File: src/rtl/adler32_pkg.sv
// Shared widths, FSM state encodings and the Adler-32 per-byte update.
package adler32_pkg;

  localparam int unsigned SIZE_W = 32;
  localparam int unsigned DATA_W = 8;
  localparam int unsigned SUM_W  = 16;

  localparam logic [16:0] ADLER_MOD = 17'd65521;

  // FSM state encodings
  localparam logic [1:0] IDLE       = 2'd0;
  localparam logic [1:0] WAIT_START = 2'd1;
  localparam logic [1:0] DATA       = 2'd2;
  localparam logic [1:0] DONE       = 2'd3;

  // One byte of Adler-32: returns {B', A'}; both sums stay below 2*M so one subtract suffices
  function automatic logic [31:0] adler_step(input logic [SUM_W-1:0]  a,
                                             input logic [SUM_W-1:0]  b,
                                             input logic [DATA_W-1:0] din);
    logic [16:0]       a_sum;
    logic [16:0]       b_sum;
    logic [SUM_W-1:0]  a_new;
    logic [SUM_W-1:0]  b_new;
    a_sum = 17'(a) + 17'(din);
    a_new = (a_sum >= ADLER_MOD) ? 16'(a_sum - ADLER_MOD) : a_sum[15:0];
    b_sum = 17'(b) + 17'(a_new);
    b_new = (b_sum >= ADLER_MOD) ? 16'(b_sum - ADLER_MOD) : b_sum[15:0];
    return {b_new, a_new};
  endfunction

endpackage

File: src/rtl/adler32_if.sv
// Byte-stream in / checksum out bundle for the Adler-32 engine.
interface adler32_if;
  import adler32_pkg::*;

  logic              size_valid;
  logic [SIZE_W-1:0] size;
  logic              data_start;
  logic [DATA_W-1:0] data;
  logic              checksum_valid;
  logic [31:0]       checksum;

  modport master (
    output size_valid, size, data_start, data,
    input  checksum_valid, checksum
  );

  modport slave (
    input  size_valid, size, data_start, data,
    output checksum_valid, checksum
  );
endinterface

File: src/rtl/adler32_mod_acc.sv
// Combinational A/B update with single-subtract modulo reduction.
module adler32_mod_acc
  import adler32_pkg::*;
(
  input  logic [SUM_W-1:0]  a_i,
  input  logic [SUM_W-1:0]  b_i,
  input  logic [DATA_W-1:0] din_i,
  output logic [SUM_W-1:0]  a_c,
  output logic [SUM_W-1:0]  b_c
);

  // Next A/B for the byte on din_i
  always_comb begin
    {b_c, a_c} = adler_step(a_i, b_i, din_i);
  end

endmodule

File: src/rtl/adler32_checksum.sv
// Streaming Adler-32 engine: size strobe, then one byte per clock, then a
// one-cycle checksum pulse. Optional busy output under ADLER32_BUSY_EN.
module adler32_checksum
  import adler32_pkg::*;
(
  input  logic       clk,
  input  logic       rst,
`ifdef ADLER32_BUSY_EN
  output logic       busy,
`endif
  adler32_if.slave   bus
);

  logic [1:0]        state_q, state_d;
  logic [SIZE_W-1:0] cnt_q, cnt_d;
  logic [SUM_W-1:0]  a_q, a_d;
  logic [SUM_W-1:0]  b_q, b_d;
  logic [31:0]       checksum_q, checksum_d;
  logic              checksum_valid_q, checksum_valid_d;
  logic [SUM_W-1:0]  a_c, b_c;
`ifdef ADLER32_BUSY_EN
  logic              busy_q, busy_d;
`endif

  adler32_mod_acc u_mod_acc (
    .a_i   (a_q),
    .b_i   (b_q),
    .din_i (bus.data),
    .a_c   (a_c),
    .b_c   (b_c)
  );

  // Next-state, counter and accumulator update; a new size always restarts
  always_comb begin
    state_d          = state_q;
    cnt_d            = cnt_q;
    a_d              = a_q;
    b_d              = b_q;
    checksum_d       = checksum_q;
    checksum_valid_d = 1'b0;

    if (bus.size_valid) begin
      cnt_d   = bus.size;
      a_d     = 16'd1;
      b_d     = 16'd0;
      state_d = (bus.size == 32'd0) ? DONE : WAIT_START;
    end else begin
      case (state_q)
        WAIT_START: begin
          if (bus.data_start) begin
            a_d     = a_c;
            b_d     = b_c;
            cnt_d   = cnt_q - 32'd1;
            state_d = (cnt_q == 32'd1) ? DONE : DATA;
          end
        end
        DATA: begin
          a_d     = a_c;
          b_d     = b_c;
          cnt_d   = cnt_q - 32'd1;
          state_d = (cnt_q == 32'd1) ? DONE : DATA;
        end
        DONE:    state_d = IDLE;
        default: state_d = IDLE;
      endcase
    end

    checksum_valid_d = (state_d == DONE);
    if (checksum_valid_d) begin
      checksum_d = {b_d, a_d};
    end
  end

`ifdef ADLER32_BUSY_EN
  // Busy whenever a message is in flight or its result is being presented
  always_comb begin
    busy_d = (state_d != IDLE);
  end
`endif

  // State and output registers
  always_ff @(posedge clk) begin
    if (rst) begin
      state_q          <= IDLE;
      cnt_q            <= '0;
      a_q              <= 16'd1;
      b_q              <= 16'd0;
      checksum_q       <= '0;
      checksum_valid_q <= 1'b0;
`ifdef ADLER32_BUSY_EN
      busy_q           <= 1'b0;
`endif
    end else begin
      state_q          <= state_d;
      cnt_q            <= cnt_d;
      a_q              <= a_d;
      b_q              <= b_d;
      checksum_q       <= checksum_d;
      checksum_valid_q <= checksum_valid_d;
`ifdef ADLER32_BUSY_EN
      busy_q           <= busy_d;
`endif
    end
  end

  assign bus.checksum_valid = checksum_valid_q;
  assign bus.checksum       = checksum_q;
`ifdef ADLER32_BUSY_EN
  assign busy               = busy_q;
`endif

endmodule

File: src/flat_wrapper.sv
// flat-port wrapper written by rule: the top's interface ports become plain ports
module adler32_checksum_flat import adler32_pkg::*;
  (clk, rst, bus_size_valid, bus_size, bus_data_start, bus_data, bus_checksum_valid, bus_checksum);
  adler32_if bus_i ();
  input  logic clk;
  input  logic rst;
  input wire logic [$bits(bus_i.size_valid)-1:0] bus_size_valid;
  input wire logic [$bits(bus_i.size)-1:0] bus_size;
  input wire logic [$bits(bus_i.data_start)-1:0] bus_data_start;
  input wire logic [$bits(bus_i.data)-1:0] bus_data;
  output wire logic [$bits(bus_i.checksum_valid)-1:0] bus_checksum_valid;
  output wire logic [$bits(bus_i.checksum)-1:0] bus_checksum;
  assign bus_i.size_valid = bus_size_valid;
  assign bus_i.size = bus_size;
  assign bus_i.data_start = bus_data_start;
  assign bus_i.data = bus_data;
  assign bus_checksum_valid = bus_i.checksum_valid;
  assign bus_checksum = bus_i.checksum;
  adler32_checksum u_core (.clk(clk), .rst(rst), .bus(bus_i));
endmodule
File: config.mk
export PLATFORM = sky130hd
export DESIGN_NAME = adler32_checksum_flat
export DESIGN_NICKNAME = d
export VERILOG_FILES = /design/src/rtl/adler32_pkg.sv /design/src/rtl/adler32_if.sv /design/src/rtl/adler32_mod_acc.sv /design/src/rtl/adler32_checksum.sv /design/src/flat_wrapper.sv
export SDC_FILE = /design/constraint.sdc
export NUM_CORES = 1
export LEC_CHECK = 0
export ABC_AREA = 1
export BUFFER_PORTS_ARGS = -buffer_cell sky130_fd_sc_hd__buf_2
export CORE_AREA = 2 2 159 161
export DETAILED_ROUTE_END_ITERATION = 8
export DIE_AREA = 0 0 161 163
export GPL_ROUTABILITY_DRIVEN = 0
export PLACE_DENSITY = 0.5
export SLEW_MARGIN = 30
export SYNTH_ARGS = -nofsm -noshare
export SYNTH_HDL_FRONTEND = slang
export SYNTH_HIERARCHICAL = 1
export SYNTH_SLANG_ARGS = --single-unit
File: constraint.sdc
create_clock -name clk -period 7.95 [get_ports clk]
set_input_delay 1.59 -clock clk [delete_from_list [all_inputs] [get_ports clk]]
set_output_delay 1.59 -clock clk [all_outputs]
set_load 0.01 [all_outputs]
* Word level (Yosys, flattened, before mapping)
Index checks and enable logic that the tools add are counted.
** Storage, ports and cells
- Flip-flop bits (word level) :: 99
- Input port bits :: 44
** Operators by class
- Add/subtract/negate cells :: 5
- Multiplexer cells :: 16
- Eq/ne operators :: 5
- Reductions and logical operators :: 3
- Order comparisons :: 2
** Operators with widths (count)
- 16-bit two-way mux :: 6
- 32-bit two-way mux :: 2
- 16-bit case mux with 2 select lines :: 2
- 32-bit case mux with 2 select lines :: 1
- 17-bit by 16-bit greater-or-equal comparator with 1-bit output (second input constant) :: 2
- 32-bit by 1-bit equality test with 1-bit output (second input constant) :: 1
- 32-bit logical NOT :: 1
- 16-bit subtractor (second input constant) :: 2
- 32-bit by 1-bit subtractor with 32-bit output (second input constant) :: 1
- 16-bit by 16-bit adder with 17-bit output :: 1
- 16-bit by 8-bit adder with 17-bit output :: 1
- 2-bit two-way mux :: 3
- 2-bit equality test (second input constant) :: 2
- 2-bit case mux with 2 select lines :: 1
- 3-bit inequality test (second input constant) :: 1
- 3-bit nonzero test :: 1
- 2-bit by 1-bit equality test with 1-bit output (second input constant) :: 1
- 2-bit AND reduction :: 1
- 1-bit two-way mux :: 1

* Logic depth before layout (Yosys ltp)
Gate-level depths: netlist (run 1).
- Depth in word-level cells :: 9
- Depth in mapped cells :: 42
- Gate-level depth less buffers :: 42

* Modules after synthesis
Netlist (run 1), hierarchy kept.
** By module, submodules not included
- adler32_checksum :: seq. area each 1981.9 µm², cells each 819, area an instance 5460.2 µm², times used 1
- adler32_mod_acc :: seq. area each 0.0 µm², cells each 574, area an instance 2976.6 µm², times used 1

* Least setup slack after synthesis (run 1)
Ideal clock, no wire load.
- Path kind :: input to register
- From :: in bus_data[0]
- To :: reg u_core.checksum_q[21] (netlist: u_core/bus.checksum[21])
- Setup time :: 0.113 ns
- Buffers on the path :: 1
- Stages on the path :: 38
- Required time :: 7.837 ns
- Data arrival time :: 5.898 ns
- Slack :: 1.938 ns
- Path through :: ha_1 inv_1 fa_1 inv_1 nand2_1 nand2_1 nand3_1 nand2_2 nand3_1 nand2_1 inv_2 nor2_2 nand3_1 nor2_4 nor2_2 xor2_1 ha_1 inv_1 [... 2 more ...] inv_1 nor3_1 nand2_1 nand2_2 nor2_4 nand2_4 nor2_8 nand3_4 nand3_4 buf_12 nand2_2 nand2_1 nand2_1 o21ai_0 nand2_1 nand3_2 nand2_1 nor2_2
** On the way
- Word-level cells in the longest chain between the ends :: 9
- Elaborated cells on any way between the ends :: 11
- Classes of those cells :: add/sub: 4; order compare: 2; mux: 5
** Ends and longest elaborated chain
- from (decl) :: line flat_wrapper.sv:10 : input wire logic [$bits(bus_i.data)-1:0] bus_data;
- 16-bit by 8-bit adder with 17-bit output (*) :: line adler32_pkg.sv:24 : a_sum = 17'(a) + 17'(din);
- 16-bit subtractor or 17-bit by 16-bit greater-or-equal comparator with 1-bit output (tied branches) :: line adler32_pkg.sv:25 : a_new = (a_sum >= ADLER_MOD) ? 16'(a_sum - ADLER_MOD) : a_sum[15:0];
- 16-bit two-way mux (*) :: line adler32_pkg.sv:25
- named net u_core.a_c[0] :: line adler32_checksum.sv:20 : logic [SUM_W-1:0] a_c, b_c;
- 16-bit by 16-bit adder with 17-bit output (*) :: line adler32_pkg.sv:26 : b_sum = 17'(b) + 17'(a_new);
- 16-bit subtractor or 17-bit by 16-bit greater-or-equal comparator with 1-bit output (tied branches) :: line adler32_pkg.sv:27 : b_new = (b_sum >= ADLER_MOD) ? 16'(b_sum - ADLER_MOD) : b_sum[15:0];
- 16-bit two-way mux (*) :: line adler32_pkg.sv:27
- named net u_core.b_c[5] :: line adler32_checksum.sv:20
- 16-bit two-way mux :: line adler32_checksum.sv:50 : if (bus.data_start) begin
- 16-bit case mux with 2 select lines (*) :: line adler32_checksum.sv:48 : case (state_q)
- 16-bit two-way mux (*) :: line adler32_checksum.sv:42 : if (bus.size_valid) begin
- to (signal assigned) :: line adler32_checksum.sv:98 : checksum_q <= checksum_d;
- to (decl) :: line adler32_checksum.sv:18 : logic [31:0] checksum_q, checksum_d;
The timed path passes the listed nets; every way through them passes the cells marked *.
A chain may end at the register's enable or synchronous reset.

* Final worst setup path (run 1)
- From :: in bus_data[0]
- To :: reg u_core.checksum_q[20] (netlist: u_core/bus.checksum[20])
The elaborated chain is that of the path after synthesis.

==> impl_results.md, run 1 <==
* IO Port Bufs at 76
* Critical Path RT at 8.20 ns
* Fraction of registers with async set/reset at 0%
* Setup repair bufs after CTS at 0
* Vias in the first global route at 8032
* Root buf cell: clkbuf_16
* Starting Density at 34.2%
* Final #Nets at 1521
* Area of the multi-input gates at 5410 µm²
* Die Area at 26200 µm²
* Worst slack, placed at 0.911 ns
* Min Tclk post-route at 6.73 ns
* Leakage power at 4.38 nW
* Mean number of vias per cell at 4.91
* Width of the die at 161 µm
* Worst setup EP type: flop
* Clock Skew at 0.0112 ns
* Clk buf depth at 2
* Max frequency at 0.149 GHz
* Setup_tns at 0 ns
* Core ar. at 24700 µm²
* Total grt overflow at 0
* Largest area contributor in the netlist: dfxtp_1
* Slew Limit Fails at 0
* RSZ-0062 raised after global routing: no
* Ant. Diodes at 0
* Drt pass-1 iters at 6
* CP peak stage delay at 0.44 ns
* Mapped Area at 8440 µm²
* Mapped Cells at 1393
* Top_reg_cell synth: dfxtp_1
* Max Fanout on Critical Path at 17
* Critical path's most frequent cell: nand2_1
* Synth Net Count at 1473
* Worst VDD drop at 0.0847 mV
* Fill cell count at 2770
* Area Growth Syn to Fin at 9.85%
* Sink Count at 99
* DP Cell Count at 1760
* Placed cell areas at 8970 µm²
* Status: finished, final reports clean
* Slew HR at 37.5%
* Register area at 1980 µm²
* Ports at 77
* Critical Path Source Type: primary input
* Post-DRT Antenna Nets at 0
* Slowest cell on crit path: fa_1
* H-tree depth at 3
* P per Cell Area at 132 nW/µm²
* Max Cap Violations at 0
* Period utilization at 84.6%
* Initial antenna violation count at 1
* Largest net degree at the start of global routing at 67
* Fin area at 9270 µm²
* Post-synth EDFFs at 0
* DP Wirelength at 19900 µm
* Die Span Y at 163 µm
* Fin Hold WS at 0.465 ns
* WL final at 26100 µm
* Final setup margin at 1.22 ns
* Netlist cell types at 46
* Share of cells above drive strength 1 at 15.4%
* Overall Global Routing Usage at 19.8%
* Area contributors post-synth: dfxtp_1 23%, nand2_1 19%, inv_1 7.9%
* Post-synthesis sequential area ratio at 23.5%
* Drt wl/cell at 14.7 µm
* CTS tree: built
* Via count at 8716
* Type of the worst min-delay path: reg2reg
* Crit path kind: in2reg
* Residual DRC count at 0
* Non-Filler Instances at 1774
* Post_cts resized at 0
* Arrival time at the worst endpoint at 6.97 ns
* Final setup vio count at 0
* Starting DRC count in detailed routing at 500
* Num rows at 58
* Hold Buf Count CTS at 0
* Clock-pin slew on the worst setup and hold paths at 0.07 ns
* Yosys warns at 6
* Syn avg cell area at 6.06 µm²
* Final Hold Viols at 0
* Inserted Clock Buffers at 9
* Clk_lat worst skew at 0.36 ns
* Post-synthesis register bit count at 99
* First-pass GRT wire length at 41500 µm
* Worst Max-Slew Pin Slew at 0.937 ns
* Share of the synthesized area in the top cell type at 23.5%
power by group:
group,internal (mW),total [mW],switching (mW)
Sequential,0.509,0.521,0.0128
Combinational,0.0751,0.239,0.163
Clock,0.244,0.460,0.216
worst max-delay path, delay by kind of cell:
family | cells | cell delay, ns
buffers and inverters | 6 | 0.49
xor gates and xnor gates | 2 | 0.57
and+or+nand+nor | 25 | 2.95
adders and majority gates | 4 | 1.27
AOI/OAI and AO/OA | 1 | 0.08
layout make-up:
type / count / share of cell area, %
Clock buffer: 9 / 2.43
Multi-Input combinational cell: 1054 / 58.4
Timing Repair Buffer: 84 / 4.79
Clock inverter: 5 / 0.702
Tap cell: 330 / 4.46
Sequential cell: 99 / 21.4
Inverter: 193 / 7.82
through the flow:
stage	util (%)	total power [mW]
after floorplan	-	0.708
after global placement	36.4	0.772
after detailed placement	36.4	0.771
after CTS	37.5	1.23
after global routing	37.6	1.29
final	37.6	1.22
metal layers:
metal	part of all wire [%]	global-route usage, %
met2	47	34.2
met1	46	26.0
met4	1.5	5.11
met3	5.3	2.95
met5	0.050	0
layout by cell type, fill, tap and decap left out, types with 2 or more instances in the layout:
cell type	instances
xnor2_1	2
nor3_1	8
o21ai_0	53
buf_2	76
o21bai_1	3
ha_1	34
nor2_2	26
o21a_1	2
a21o_1	2
a21oi_2	30
nand2_1	422
nor2_4	5
inv_1	176
clkinvlp_4	2
nand2_4	2
nand3b_1	7
xor2_1	18
nor2_1	166
inv_2	17
clkbuf_16	9
a31oi_1	17
buf_4	7
a21oi_1	35
o21ai_1	10
and2_1	2
nand4_1	30
fa_1	2
dfxtp_1	99
nand3_4	2
nand3_1	125
nand2_2	22
o211ai_1	5
o21ai_4	2
nand3_2	11
cell usage after synthesis (6+ instances only):
library cell and instances:
nand3b_1 7, nor3_1 8, a21oi_1 36, ha_1 34, inv_1 177, buf_2 11, nor2_2 26, inv_2 16
a31oi_1 17, buf_6 6, nand2_2 23, dfxtp_1 99, o21ai_0 53, buf_12 6, nand3_1 125, a21oi_2 29
nor2_1 166, nand3_2 11, nand4_1 30, xor2_1 18, o21ai_1 10, buf_1 7, clkbuf_1 17, nand2_1 422
state kept, by name, summed over array words and instances (netlist names):
register,count
u_core/state_q,2
u_core/b_q,16
u_core/cnt_q,32
u_core/a_q,16
u_core/bus.checksum,32
u_core/bus.checksum_valid,1
cells by family (layout without fill, tap and decap cells):
family          Yosys count  in the layout  share of synthesized area (%)
simple gates            831            831                           43.6
fa+ha+maj                36             36                           5.52
xor+xnor                 23             23                           2.79
buf+inv                 240            291                           12.5
flops                    99             99                           23.5
compound gates          164            164                           12.0
worst paths after layout:
check                  start                 endpoint  slack [ns]  cells past startpoint
max              bus_data[0]  u_core/bus.checksum[20]        1.22                     38
max reg2reg    u_core/a_q[0]  u_core/bus.checksum[20]        2.11                     37
min          u_core/cnt_q[1]          u_core/cnt_q[1]        0.47                      2
min reg2reg  u_core/cnt_q[1]          u_core/cnt_q[1]        0.47                      2
No activity file was read; power rests on OpenSTA's default activity.
==> inputs of run 2 (changes only) <==
Clock period 7.95 ns to 6.3 ns, I/O delays scaled along.
==> impl_results.md, run 2 (synthesized netlist as in run 1, its figures left out) <==
* Worst setup EP type: flop
* Sink Count at 99 (unchanged)
* Hold Buf Count CTS at 0 (unchanged)
* Clk_lat worst skew at 0.36 ns (about the same)
* Slew Limit Fails at 0 (unchanged)
* RSZ-0062 raised after global routing: no
* Mean number of vias per cell at 4.81 (-2.0%)
* DP Cell Count at 1806 (+2.6%)
* Slew HR at 38.1% (+0.59 points)
* Share of cells above drive strength 1 at 19.2% (+3.7 points)
* Total grt overflow at 0 (unchanged)
* CP peak stage delay at 0.37 ns (-0.07 ns)
* Slowest cell on crit path: fa_1
* Most frequent cells in the layout: 419 x nand2_1, 176 x inv_1, 162 x nor2_1
* P per Cell Area at 158 nW/µm² (+20%)
* Clock Skew at 0.00838 ns (-0.00278 ns)
* CTS tree: built
* Width of the die at 161 µm (unchanged)
* First-pass GRT wire length at 42100 µm (+1.4%)
* Num rows at 58 (unchanged)
* Largest net degree at the start of global routing at 66 (-1.5%)
* Max frequency at 0.173 GHz
* Vias in the first global route at 8138 (+1.3%)
* Arrival time at the worst endpoint at 6.09 ns (-0.88 ns)
* Post-DRT Antenna Nets at 0 (unchanged)
* Residual DRC count at 0 (unchanged)
* Overall Global Routing Usage at 20.1% (+0.25 points)
* Ports at 77 (unchanged)
* Core ar. at 24700 µm² (unchanged)
* Fin Hold WS at 0.473 ns (+0.00710 ns)
* Fill cell count at 2770 (unchanged)
* Root buf cell: clkbuf_16
* WL final at 26600 µm (+1.7%)
* Max Fanout on Critical Path at 8 (-9)
* Die Area at 26200 µm² (unchanged)
* Via count at 8777 (+0.70%)
* Clock-pin slew on the worst setup and hold paths at 0.07 ns (about the same)
* Period utilization at 91.9%
* Starting DRC count in detailed routing at 609 (+22%)
* Leakage power at 4.64 nW (+5.9%)
* Non-Filler Instances at 1823 (+2.8%)
* Critical Path Source Type: primary input
* Drt pass-1 iters at 5 (-1)
* Ant. Diodes at 0 (unchanged)
* Area Growth Syn to Fin at 15.3%
* Starting Density at 34.2% (unchanged)
* Type of the worst min-delay path: reg2reg
* Min Tclk post-route at 5.79 ns
* Final Hold Viols at 0 (unchanged)
* Commonest non-fill, non-tap cell in the layout: nand2_1
* Initial antenna violation count at 0 (-1)
* Critical Path RT at 6.60 ns (-1.60 ns)
* Worst Max-Slew Pin Slew at 0.928 ns (-0.00886 ns)
* DP Wirelength at 20500 µm (+3.3%)
* Final #Nets at 1568 (+3.1%)
* Status: finished, final reports clean
* H-tree depth at 3 (unchanged)
* Critical path's most frequent cell: nand2_1
* Die Span Y at 163 µm (unchanged)
* Inserted Clock Buffers at 9 (unchanged)
* Crit path kind: in2reg
* IO Port Bufs at 76 (unchanged)
* Drt wl/cell at 14.6 µm (-1.1%)
* Max Cap Violations at 0 (unchanged)
* Final setup vio count at 0 (unchanged)
* Worst VDD drop at 0.145 mV (+72%)
* Clk buf depth at 2 (unchanged)
[run 2: changes by cell type in the layout (fill, tap and decap cells not counted), moves of 3 or more]
cell | before | now
buf_4 | 7 | 51
nor2_1 | 166 | 162
a21oi_1 | 35 | 32
a21oi_2 | 30 | 33
nand2_1 | 422 | 419
nand2_2 | 22 | 25
nor2_2 | 26 | 29
[run 2: per-stage QoR]
step / setup TNS, ns / setup WS, ns / utilization (%) / total power, mW / instance area (µm²)
4_1_cts: 0 / 0.409 / 39.1 / 1.55 / 9640
5_1_grt: 0 / 0.0380 / 39.4 / 1.61 / 9730
6_report: 0 / 0.511 / 39.4 / 1.53 / 9730
2_1_floorplan: 0 / 0.618 / - / 0.893 / 8440
3_5_place_dp: 0 / 0.0406 / 37.9 / 0.988 / 9350
3_3_place_gp: -0.00405 / -0.00405 / 37.8 / 0.988 / 9320
[run 2: final timing paths]
kind,start,end,slack [ns],cells after the start
setup reg to reg,u_core/a_q[0],u_core/bus.checksum[17],1.03,37
hold reg to reg,u_core/cnt_q[1],u_core/cnt_q[1],0.47,2
hold / removal,u_core/cnt_q[1],u_core/cnt_q[1],0.47,2
setup / recovery,bus_data[0],u_core/bus.checksum[17],0.51,38
[run 2: area by class of cell]
cell class                      instances  area (µm²)  area share [%]
Clock buffer                            9         225            2.31
Sequential cell                        99        1980            20.4
Inverter                              193         724            7.45
Tap cell                              330         413            4.24
Clock inverter                          7        60.1           0.617
Multi-Input combinational cell       1055        5500            56.6
Timing Repair Buffer                  130         822            8.45
[run 2: worst max-delay path: cells and delay by family]
kind                     cells  cell delay (ns)
buffers and inverters        5             0.49
adder cells (fa/ha/maj)      3             0.88
AND/OR/NAND/NOR             28             3.25
AO/OA/AOI/OAI                2             0.21
[run 2: power breakdown]
part | internal (mW) | leakage [nW] | switching, mW
logic | 0.109 | 3.69 | 0.209
clock network | 0.276 | 0.142 | 0.281
registers | 0.642 | 0.805 | 0.0166
total | 1.03 | 4.64 | 0.507
[run 2: metal layers]
layer  up-vias  GRT usage, %  wire length [µm]
met3        21          3.41              1290
met4         0          5.07               401
li1       4603             -                 -
met5         -             0                 0
met2       171          33.7             12200
met1      3982          26.9             12700
[run 2: repair_timing]
| action | CTS | global route |
|---|---|---|
| setup endpoints to repair | 0 | 26 |
| resized for setup | 0 | 19 |
| setup buffers | 0 | 0 |
